## config.mk

```make
export PLATFORM = sky130hd
export DESIGN_NAME = urv_dm_issue_flat
export DESIGN_NICKNAME = d
export VERILOG_FILES = /design/src/rtl/urv_dm_issue_pkg.sv /design/src/rtl/urv_dm_issue_if.sv /design/src/rtl/urv_dm_align.sv /design/src/rtl/urv_dm_issue.sv /design/src/flat_wrapper.sv
export SDC_FILE = /design/constraint.sdc
export NUM_CORES = 1
export LEC_CHECK = 0
export CAP_MARGIN = 20
export CORE_MARGIN = 3
export CORE_UTILIZATION = 35
export CTS_BUF_LIST = sky130_fd_sc_hd__clkbuf_16
export CTS_CLUSTER_DIAMETER = 60
export DETAILED_ROUTE_END_ITERATION = 8
export PLACE_DENSITY_LB_ADDON = 0.1
export RECOVER_POWER = 50
export SETUP_SLACK_MARGIN = 0.15
export SYNTH_ARGS = -nofsm -noshare
export SYNTH_HDL_FRONTEND = slang
export SYNTH_SLANG_ARGS = --single-unit
```

## constraint.sdc

```tcl
create_clock -name clk_i -period 1.7 [get_ports clk_i]
set_clock_uncertainty 0.05 [all_clocks]
set_input_delay 0.34 -clock clk_i [delete_from_list [all_inputs] [get_ports clk_i]]
set_output_delay 0.34 -clock clk_i [all_outputs]
set_load 0.02 [all_outputs]
```

## src/rtl/urv_dm_issue_pkg.sv

```systemverilog
// Shared definitions for the data-memory issue unit: funct3 load/store codes,
// AHB-Lite encodings, FSM state type and the funct3 -> HSIZE mapping.
package urv_dm_issue_pkg;

    localparam logic [2:0] LDST_B  = 3'b000;
    localparam logic [2:0] LDST_H  = 3'b001;
    localparam logic [2:0] LDST_L  = 3'b010;
    localparam logic [2:0] LDST_BU = 3'b100;
    localparam logic [2:0] LDST_HU = 3'b101;

    localparam logic [1:0] AHB_HTRANS_IDLE   = 2'b00;
    localparam logic [1:0] AHB_HTRANS_NONSEQ = 2'b10;

    localparam logic [2:0] AHB_HSIZE_B = 3'b000;
    localparam logic [2:0] AHB_HSIZE_H = 3'b001;
    localparam logic [2:0] AHB_HSIZE_W = 3'b010;

    typedef enum logic [1:0] {
        ST_IDLE = 2'd0,
        ST_ADDR = 2'd1,
        ST_DATA = 2'd2
    } dm_state_t;

    // Access width depends only on funct3[1:0]; bit 2 only selects sign/zero extension.
    function automatic logic [2:0] fun_to_hsize(input logic [2:0] fun);
        case (fun[1:0])
            2'b00:   return AHB_HSIZE_B;
            2'b01:   return AHB_HSIZE_H;
            default: return AHB_HSIZE_W;
        endcase
    endfunction

endpackage

```

## src/rtl/urv_dm_issue_if.sv

```systemverilog
// Execute-side request signals plus the AHB-Lite data port and writeback
// attributes. master = the issue unit, slave = pipeline/bus side.
interface urv_dm_issue_if;
    logic        x_valid_i;
    logic        x_kill_i;
    logic        x_stall_i;
    logic        x_load_i;
    logic        x_store_i;
    logic [2:0]  x_fun_i;
    logic [31:0] x_dm_addr_i;
    logic [31:0] x_rs2_value_i;
    logic        HREADY;
    logic        HRESP;
    logic [31:0] HADDR;
    logic [1:0]  HTRANS;
    logic [2:0]  HSIZE;
    logic        HWRITE;
    logic [31:0] x_HWDATA_o;
    logic        x_stall_req_o;
    logic        x_misalign_o;
    logic        w_load_o;
    logic        w_store_o;
    logic [2:0]  w_fun_o;
    logic [31:0] w_dm_addr_o;
    logic        w_bus_err_o;

    modport master (
        input  x_valid_i, x_kill_i, x_stall_i, x_load_i, x_store_i, x_fun_i,
               x_dm_addr_i, x_rs2_value_i, HREADY, HRESP,
        output HADDR, HTRANS, HSIZE, HWRITE, x_HWDATA_o, x_stall_req_o,
               x_misalign_o, w_load_o, w_store_o, w_fun_o, w_dm_addr_o, w_bus_err_o
    );

    modport slave (
        output x_valid_i, x_kill_i, x_stall_i, x_load_i, x_store_i, x_fun_i,
               x_dm_addr_i, x_rs2_value_i, HREADY, HRESP,
        input  HADDR, HTRANS, HSIZE, HWRITE, x_HWDATA_o, x_stall_req_o,
               x_misalign_o, w_load_o, w_store_o, w_fun_o, w_dm_addr_o, w_bus_err_o
    );
endinterface

```

## src/rtl/urv_dm_align.sv

```systemverilog
// Combinational access decode: transfer size, alignment check and store data
// replicated across all byte lanes so the slave can pick any lane.
module urv_dm_align
    import urv_dm_issue_pkg::*;
(
    input  logic [2:0]  fun,
    input  logic [1:0]  addr_lsb,
    input  logic        is_store,
    input  logic [31:0] rs2,
    output logic        misaligned,
    output logic [2:0]  hsize,
    output logic [31:0] wdata
);

    assign hsize = fun_to_hsize(fun);

    assign misaligned = ((hsize == AHB_HSIZE_H) && addr_lsb[0]) ||
                        ((hsize == AHB_HSIZE_W) && (addr_lsb != 2'b00));

    genvar gi;
    generate
        for (gi = 0; gi < 4; gi++) begin : g_lane
            logic [7:0] lane_byte;

            // Pick the source byte of rs2 that lands on lane gi for this size.
            always_comb begin
                case (hsize)
                    AHB_HSIZE_B: lane_byte = rs2[7:0];
                    AHB_HSIZE_H: lane_byte = rs2[8*(gi%2) +: 8];
                    default:     lane_byte = rs2[8*gi +: 8];
                endcase
            end

            assign wdata[8*gi +: 8] = is_store ? lane_byte : 8'h00;
        end
    endgenerate

endmodule

```

## src/rtl/urv_dm_issue.sv

```systemverilog
// Load/store address-phase unit on the AHB-Lite data port. One transfer is in
// flight at a time; a new address phase may start on the edge the previous
// data phase completes without error.
module urv_dm_issue
    import urv_dm_issue_pkg::*;
(
    input  logic            clk_i,
    input  logic            rst_i,
    urv_dm_issue_if.master  bus
);

    dm_state_t   state_reg;
    logic [1:0]  htrans_reg;
    logic [31:0] haddr_reg;
    logic [2:0]  hsize_reg;
    logic        hwrite_reg;
    logic [31:0] hwdata_reg;
    logic        w_load_reg;
    logic        w_store_reg;
    logic [2:0]  w_fun_reg;
    logic [31:0] w_dm_addr_reg;
    logic        w_bus_err_reg;

    logic        req;
    logic        misaligned;
    logic        aligned_req;
    logic        can_accept;
    logic        accept;
    logic [2:0]  hsize_next;
    logic [31:0] hwdata_next;

    urv_dm_align u_align (
        .fun        (bus.x_fun_i),
        .addr_lsb   (bus.x_dm_addr_i[1:0]),
        .is_store   (bus.x_store_i),
        .rs2        (bus.x_rs2_value_i),
        .misaligned (misaligned),
        .hsize      (hsize_next),
        .wdata      (hwdata_next)
    );

    assign req = bus.x_valid_i & (bus.x_load_i | bus.x_store_i) &
                 ~bus.x_kill_i & ~bus.x_stall_i;
    assign aligned_req = req & ~misaligned;

    // An error response never frees the port on its final cycle: the next
    // request waits one cycle so writeback sees the error first.
    assign can_accept = (state_reg == ST_IDLE) |
                        ((state_reg == ST_DATA) & bus.HREADY & ~bus.HRESP);
    assign accept = aligned_req & can_accept;

    assign bus.x_stall_req_o = aligned_req & ~can_accept;
    assign bus.x_misalign_o  = req & misaligned;

    // Issue FSM: accept into the address phase, advance through the data phase on HREADY.
    always_ff @(posedge clk_i) begin
        if (rst_i) begin
            state_reg     <= ST_IDLE;
            htrans_reg    <= AHB_HTRANS_IDLE;
            haddr_reg     <= '0;
            hsize_reg     <= AHB_HSIZE_B;
            hwrite_reg    <= 1'b0;
            hwdata_reg    <= '0;
            w_load_reg    <= 1'b0;
            w_store_reg   <= 1'b0;
            w_fun_reg     <= '0;
            w_dm_addr_reg <= '0;
            w_bus_err_reg <= 1'b0;
        end else begin
            w_bus_err_reg <= 1'b0;
            if (accept) begin
                state_reg     <= ST_ADDR;
                htrans_reg    <= AHB_HTRANS_NONSEQ;
                haddr_reg     <= bus.x_dm_addr_i;
                hsize_reg     <= hsize_next;
                hwrite_reg    <= bus.x_store_i;
                hwdata_reg    <= hwdata_next;
                w_load_reg    <= bus.x_load_i;
                w_store_reg   <= bus.x_store_i;
                w_fun_reg     <= bus.x_fun_i;
                w_dm_addr_reg <= bus.x_dm_addr_i;
            end else begin
                case (state_reg)
                    ST_IDLE: begin
                        state_reg <= ST_IDLE;
                    end
                    ST_ADDR: begin
                        if (bus.HREADY) begin
                            state_reg  <= ST_DATA;
                            htrans_reg <= AHB_HTRANS_IDLE;
                        end
                    end
                    ST_DATA: begin
                        if (bus.HREADY) begin
                            state_reg     <= ST_IDLE;
                            w_bus_err_reg <= bus.HRESP;
                        end
                    end
                    default: begin
                        state_reg  <= ST_IDLE;
                        htrans_reg <= AHB_HTRANS_IDLE;
                    end
                endcase
            end
        end
    end

    assign bus.HADDR       = haddr_reg;
    assign bus.HTRANS      = htrans_reg;
    assign bus.HSIZE       = hsize_reg;
    assign bus.HWRITE      = hwrite_reg;
    assign bus.x_HWDATA_o  = hwdata_reg;
    assign bus.w_load_o    = w_load_reg;
    assign bus.w_store_o   = w_store_reg;
    assign bus.w_fun_o     = w_fun_reg;
    assign bus.w_dm_addr_o = w_dm_addr_reg;
    assign bus.w_bus_err_o = w_bus_err_reg;

endmodule

```

## src/flat_wrapper.sv

```systemverilog
// flat-port wrapper written by rule: the top's interface ports become plain ports
module urv_dm_issue_flat import urv_dm_issue_pkg::*;
  (clk_i, rst_i, bus_x_valid_i, bus_x_kill_i, bus_x_stall_i, bus_x_load_i, bus_x_store_i, bus_x_fun_i, bus_x_dm_addr_i, bus_x_rs2_value_i, bus_HREADY, bus_HRESP, bus_HADDR, bus_HTRANS, bus_HSIZE, bus_HWRITE, bus_x_HWDATA_o, bus_x_stall_req_o, bus_x_misalign_o, bus_w_load_o, bus_w_store_o, bus_w_fun_o, bus_w_dm_addr_o, bus_w_bus_err_o);
  urv_dm_issue_if bus_i ();
  input  logic clk_i;
  input  logic rst_i;
  input wire logic [$bits(bus_i.x_valid_i)-1:0] bus_x_valid_i;
  input wire logic [$bits(bus_i.x_kill_i)-1:0] bus_x_kill_i;
  input wire logic [$bits(bus_i.x_stall_i)-1:0] bus_x_stall_i;
  input wire logic [$bits(bus_i.x_load_i)-1:0] bus_x_load_i;
  input wire logic [$bits(bus_i.x_store_i)-1:0] bus_x_store_i;
  input wire logic [$bits(bus_i.x_fun_i)-1:0] bus_x_fun_i;
  input wire logic [$bits(bus_i.x_dm_addr_i)-1:0] bus_x_dm_addr_i;
  input wire logic [$bits(bus_i.x_rs2_value_i)-1:0] bus_x_rs2_value_i;
  input wire logic [$bits(bus_i.HREADY)-1:0] bus_HREADY;
  input wire logic [$bits(bus_i.HRESP)-1:0] bus_HRESP;
  output wire logic [$bits(bus_i.HADDR)-1:0] bus_HADDR;
  output wire logic [$bits(bus_i.HTRANS)-1:0] bus_HTRANS;
  output wire logic [$bits(bus_i.HSIZE)-1:0] bus_HSIZE;
  output wire logic [$bits(bus_i.HWRITE)-1:0] bus_HWRITE;
  output wire logic [$bits(bus_i.x_HWDATA_o)-1:0] bus_x_HWDATA_o;
  output wire logic [$bits(bus_i.x_stall_req_o)-1:0] bus_x_stall_req_o;
  output wire logic [$bits(bus_i.x_misalign_o)-1:0] bus_x_misalign_o;
  output wire logic [$bits(bus_i.w_load_o)-1:0] bus_w_load_o;
  output wire logic [$bits(bus_i.w_store_o)-1:0] bus_w_store_o;
  output wire logic [$bits(bus_i.w_fun_o)-1:0] bus_w_fun_o;
  output wire logic [$bits(bus_i.w_dm_addr_o)-1:0] bus_w_dm_addr_o;
  output wire logic [$bits(bus_i.w_bus_err_o)-1:0] bus_w_bus_err_o;
  assign bus_i.x_valid_i = bus_x_valid_i;
  assign bus_i.x_kill_i = bus_x_kill_i;
  assign bus_i.x_stall_i = bus_x_stall_i;
  assign bus_i.x_load_i = bus_x_load_i;
  assign bus_i.x_store_i = bus_x_store_i;
  assign bus_i.x_fun_i = bus_x_fun_i;
  assign bus_i.x_dm_addr_i = bus_x_dm_addr_i;
  assign bus_i.x_rs2_value_i = bus_x_rs2_value_i;
  assign bus_i.HREADY = bus_HREADY;
  assign bus_i.HRESP = bus_HRESP;
  assign bus_HADDR = bus_i.HADDR;
  assign bus_HTRANS = bus_i.HTRANS;
  assign bus_HSIZE = bus_i.HSIZE;
  assign bus_HWRITE = bus_i.HWRITE;
  assign bus_x_HWDATA_o = bus_i.x_HWDATA_o;
  assign bus_x_stall_req_o = bus_i.x_stall_req_o;
  assign bus_x_misalign_o = bus_i.x_misalign_o;
  assign bus_w_load_o = bus_i.w_load_o;
  assign bus_w_store_o = bus_i.w_store_o;
  assign bus_w_fun_o = bus_i.w_fun_o;
  assign bus_w_dm_addr_o = bus_i.w_dm_addr_o;
  assign bus_w_bus_err_o = bus_i.w_bus_err_o;
  urv_dm_issue u_core (.clk_i(clk_i), .rst_i(rst_i), .bus(bus_i));
endmodule
```

# After elaboration in Yosys (flattened, before gate mapping)
# Cells that the tools add are included.
word_totals:
  ff_bits: 77
  inputBits: 76
  output_inout_bits: 110
  wordCells: 69
classes:
  eq_ne: 10
  muxes: 14
  n_bitwise: 19
  reduce_logical: 15
op_table:
  columns: ["operator", "n"]
  rows:
  - ["two-way mux 8 bit", 6]
  - ["case mux 8 bit (2 select lines)", 1]
  - ["case mux 2 bit (2 select lines)", 3]
  - ["AND 1 bit", 9]
  - ["NOT 1 bit", 8]
  - ["AND reduction 2 bit", 4]
  - ["two-way mux 2 bit", 3]
  - ["!= test 3 x 2 -> 1 bit, second input constant", 2]
  - ["OR reduction 2 bit", 3]
  - ["== test 2 x 1 -> 1 bit, second input constant", 2]
  - ["zero test 2 bit", 2]
  - ["!= test 2 bit, second input constant", 2]
  - ["OR reduction 4 bit", 1]
  - ["== test 3 x 1 -> 1 bit, second input constant", 1]
  - ["== test 3 x 2 -> 1 bit, second input constant", 1]
  - ["zero test 3 bit", 1]
  - ["== test 2 bit, second input constant", 1]
  - ["logical AND 1 bit", 2]
  - ["!= test 2 x 1 -> 1 bit, second input constant", 1]
  - ["OR 1 bit", 2]
  - ["nonzero test 2 bit", 1]
  - ["logical OR 1 bit", 1]
  - ["two-way mux 1 bit", 1]

# Longest topological paths before layout
logic_depth:
  depth_word: 10
  depth_mapped: 8
  ltp_nobuf: 4

# Modules after synthesis
# From an unflattened synthesis, not the netlist that was laid out.
hier_totals:
  hier_cells: 458
  area_unflattened_um2: 3983.8
by_module_without_submodules:
  columns: ["mod", "instances", "cells_per_inst", "area_per_inst_um2", "seq_area_each_um2"]
  rows:
  - ["urv_dm_issue", 1, 369, 3377.0, 1521.5]
  - ["urv_dm_align", 1, 89, 606.8, 0.0]

# Worst setup path before layout
# No wires, ideal clock.
synth_path:
  path_kind: "in2out"
  start: "input bus_x_fun_i[1]"
  end: "output bus_x_stall_req_o"
  t_arrival_ns: 1.658
  required_ns: 1.310
  path_slack_ns: -0.348
  stages: 6
  path_buffers: 3
  cell_sequence: "buf_4 > nor2_4 > nor2_1 > buf_2 > clkbuf_1 > nor3_1"
synth_via:
  elab_chain_cells: 8
  elab_cells_between_ends: 11
  cone_classes: "3 x eq/ne; 1 x mux; 3 x bitwise; 4 x reduce/logical"
synth_lines:
  columns: ["element", "line", "rtl"]
  rows:
  - ["from (decl)", "flat_wrapper.sv:12", "input wire logic [$bits(bus_i.x_fun_i)-1:0] bus_x_fun_i;"]
  - ["== test 2 x 1 -> 1 bit / zero test 2 bit (equally long branches)", "urv_dm_issue_pkg.sv:26", "case (fun[1:0])"]
  - ["case mux 2 bit (2 select lines) *", "urv_dm_issue_pkg.sv:26", null]
  - ["== test 3 x 1 -> 1 bit / == test 3 x 2 -> 1 bit (equally long branches)", null, null]
  - ["logical AND 1 bit, on equally long branches", "urv_dm_align.sv:17, urv_dm_align.sv:18", null]
  - ["logical OR 1 bit *", "urv_dm_align.sv:17", "assign misaligned = ((hsize == AHB_HSIZE_H) && addr_lsb[0]) ||"]
  - ["NOT 1 bit *", "urv_dm_issue.sv:44", "assign aligned_req = req & ~misaligned;"]
  - ["AND 1 bit *", "urv_dm_issue.sv:44", null]
  - ["AND 1 bit *", "urv_dm_issue.sv:52", "assign bus.x_stall_req_o = aligned_req & ~can_accept;"]
  - ["to (decl)", "flat_wrapper.sv:22", "output wire logic [$bits(bus_i.x_stall_req_o)-1:0] bus_x_stall_req_o;"]
# Every way passes the cells marked *; elsewhere a longest branch is shown, timed or not.

# Final worst setup path
layout_path:
  start: "register u_core.state_reg[1]"
  end: "register u_core.hwdata_reg[4] (netlist: u_core.bus.x_HWDATA_o[4])"
layout_via:
  elab_chain_cells: 5
  elab_cells_between_ends: 6
  cone_classes: "1 x eq/ne; 4 x bitwise; 1 x reduce/logical"
layout_lines:
  columns: ["element", "line", "rtl"]
  rows:
  - ["from (decl)", "urv_dm_issue.sv:12", "dm_state_t state_reg;"]
  - ["from (signal assigned)", "urv_dm_issue.sv:58", "state_reg <= ST_IDLE;"]
  - ["from (signal assigned)", "urv_dm_issue.sv:72", "state_reg <= ST_ADDR;"]
  - ["from (signal assigned)", "urv_dm_issue.sv:85", "state_reg <= ST_IDLE;"]
  - ["== test 2 bit", "urv_dm_issue.sv:49", "((state_reg == ST_DATA) & bus.HREADY & ~bus.HRESP);"]
  - ["AND 1 bit (2 in a row)", "urv_dm_issue.sv:49", null]
  - ["OR 1 bit *", "urv_dm_issue.sv:48", "assign can_accept = (state_reg == ST_IDLE) |"]
  - ["AND 1 bit *", "urv_dm_issue.sv:50", "assign accept = aligned_req & can_accept;"]
  - ["to (signal assigned)", "urv_dm_issue.sv:77", "hwdata_reg <= hwdata_next;"]
  - ["to (decl)", "urv_dm_issue.sv:17", "logic [31:0] hwdata_reg;"]
# Marked as above.
# A chain may end at the register's enable or synchronous reset.

==> results.md <==
- Gpl congestion: approximately 0.75
- Critical path launch point type: flip-flop
- Fin crit share: between 90% and 100%
- Final count of hold timing violations: 0
- Hold Crit Class: primary input to flip-flop
- Fillers: 889
- Max Clk Rate: 647 MHz
- Routed WL: ~12 mm
- Nets: 603
- IO Pins: ~190
- Avg Synthesized Cell Area: 9.40 sq um
- Post-synth EDFFs: 0
- Global Route Usage Sum: approximately a fifth
- Port Buffers: ~180
- Layout cells sized above 1: between 15 and 20%
- Synthesis-to-layout area growth: 64.7%
- Vias in the first global route: roughly 3.5k
- Synth Cell Area: 3460 sq um
- Max Cap Viol: 0
- Slowest CP cell: dfxtp_1
- Vias per cell: 5.15
- Kind of critical path: flip-flop to flip-flop
- Post-Synthesis Cells: ~370
- DR WL/cell: about 18 um
- Asr flop ratio synth: 0%
- Crit path max fanout: 5
- Static Leak: about 2.6 nW
- Max-slew violations: 0
- Final TNS setup: 0 ns
- 1st-iter DRT viols: 140
- Gr ovfl total: 0
- Critical path arrival: approximately 1.7 ns
- Clk slew on worst S/H paths: approximately 0.06 ns
- Remaining antenna violation count: 0
- CORE AREA: approximately 9400 sq um
- Initial Util: between 30% and 40%
- Hold depth: 3
- Sequential-to-total area share from yosys stat: approximately 43%
- Flops & latches, synth: 75
- Pin count of the biggest net entering global routing: 42
- Crit-path max cell delay: 0.37 ns
- Worst Reg-to-Reg Cells: 5
- Clk_lat worst skew: between 0.3 and 0.4 ns
- Unique masters post-synth: 33
- Power per cell area: 834 nW/um^2
- # setup viols final: 0
- PnR worst setup slack: around 0.15 ns
- First-pass GRT wire length: roughly 18 mm
- Cells along the critical path: clkbuf_1, a2111oi_4, buf_4, and3_2, a22o_1
- # rows: 35
- Top_reg_cell synth: dfxtp_1
- CTS Root Cell: clkbuf_16
- CTS buffer count: 9
- Die width: 105 um
- Status: finished, final reports clean
- Synth warn: 0
- Initial antenna violation count: 1
- Worst EP required: 1.87 ns
- Final design utilization: between 60% and 70%
- HPWL reported at the end of detailed placement: ~8.2 mm
- Vias: 3407
- # DRC: 0
- Die area: around 11000 sq um
- CTS Buffer Depth: 2
- DP Worst Slack: -0.798 ns
- Worst vdd ir: roughly 0.58 mV
- Clock Sinks: between 70 and 80
- Worst Setup End Kind: flip-flop
- Unrepaired setup endpoints after global routing: yes
- Final min period: 1.55 ns
- H-tree depth: 3
- CTS tree: done
- Hold_buf cts: 0
- First-pass DRT Iterations: 4
- Die H: approximately 110 um
## what timing repair did
item	in CTS	in global routing
cloned	2	1
setup endpoints to repair	181	44
setup buffers	4	0
resized for setup	161	16
pin swaps	9	2
endpoints found under the hold margin	0	0
## per-stage QoR
| stage | cell area, sq um | cells | total power, mW | hold slack [ns] |
|---|---|---|---|---|
| 5_1_grt | 5700 | 661 | 4.91 | 0.255 |
| 2_1_floorplan | 3580 | 369 | 2.18 | 0.409 |
| 6_report | 5700 | 661 | 4.75 | 0.242 |
| 3_5_place_dp | 5330 | 638 | 2.50 | 0.396 |
| 3_3_place_gp | 5330 | 638 | 2.50 | 0.394 |
| 4_1_cts | 5630 | 659 | 4.78 | 0.358 |
## cell usage in the layout, fill, tap and decap left out, drive strengths merged, types with 4 or more instances in the layout
cell type / instances
dlygate4sd2: 108
dfxtp: 75
clkdlybuf4s50: 63
buf: 43
a21oi: 39
nand4: 36
o31ai: 35
mux2i: 24
a22o: 16
o2bb2ai: 16
clkbuf: 13
nand2: 12
o21ai: 11
nor2: 5
bufinv: 4
## final timing paths
check / startpoint / endpoint / slack [ns]
setup / recovery: u_core.state_reg[1] / u_core.bus.x_HWDATA_o[4] / 0.15
setup reg to reg: u_core.state_reg[1] / u_core.bus.x_HWDATA_o[4] / 0.15
hold / removal: bus_x_dm_addr_i[0] / u_core.bus.HADDR[0] / 0.24
hold reg to reg: u_core.bus.x_HWDATA_o[17] / u_core.bus.x_HWDATA_o[17] / 0.41
## final cells by class
type | count | area (sq um) | area share [%]
clock inverter | 6 | 129 | 2.26
inverter | 3 | 11.3 | 0.198
timing repair buffer | 219 | 2010 | 35.2
sequential | 75 | 1500 | 26.3
antenna | 1 | 2.50 | 0.0439
clock buffer | 9 | 225 | 3.95
tap | 129 | 161 | 2.83
multi-input combinational | 219 | 1660 | 29.2
## metal layers
| layer | share of wire [%] | GRT usage, % |
|---|---|---|
| met4 | 1.4 | 5.53 |
| met5 | 0 | 0 |
| met1 | 41 | 24.2 |
| met3 | 9.0 | 8.08 |
| met2 | 49 | 34.4 |
## Yosys cell counts, types with 2 or more instances
cell type | count | area, sq um
nor3_1 | 2 | 10.0
a22o_1 | 16 | 140
o2bb2ai_1 | 16 | 140
buf_4 | 40 | 300
o211a_1 | 2 | 20.0
a21oi_1 | 39 | 195
buf_1 | 3 | 11.3
buf_2 | 12 | 60.1
nand3_1 | 3 | 15.0
nand2_1 | 12 | 45.0
o21ai_0 | 11 | 55.1
o31ai_1 | 35 | 263
nor4_1 | 2 | 12.5
inv_1 | 3 | 11.3
nand4_1 | 36 | 225
dfxtp_1 | 75 | 1500
clkbuf_1 | 18 | 67.6
nor2_1 | 4 | 15.0
a21o_1 | 2 | 15.0
mux2i_1 | 24 | 240
## report_power, final
part / switching [mW] / leakage, nW / total, mW / internal (mW)
clock: 0.728 / 0.173 / 2.29 / 1.57
sequential: 0.0175 / 0.606 / 1.80 / 1.79
combinational: 0.342 / 1.85 / 0.654 / 0.313
total: 1.09 / 2.63 / 4.75 / 3.67
## cell families (layout without fill, tap and decap cells)
group,after synthesis,after routing,share of synthesized area (%)
other,1,3,0.108
muxes,24,24,6.94
and+or+nand+nor,66,68,10.8
DFF,75,75,43.4
AOI/OAI and AO/OA,125,125,25.5
buffers and inverters,77,237,13.3
## worst max-delay path, delay by kind of cell (launching register included)
family / cells / cell delay [ns]
compound gates: 2 / 0.34
buf+inv: 2 / 0.43
flops: 1 / 0.37
simple gates: 1 / 0.25
Power figures use the tool's default switching activity.
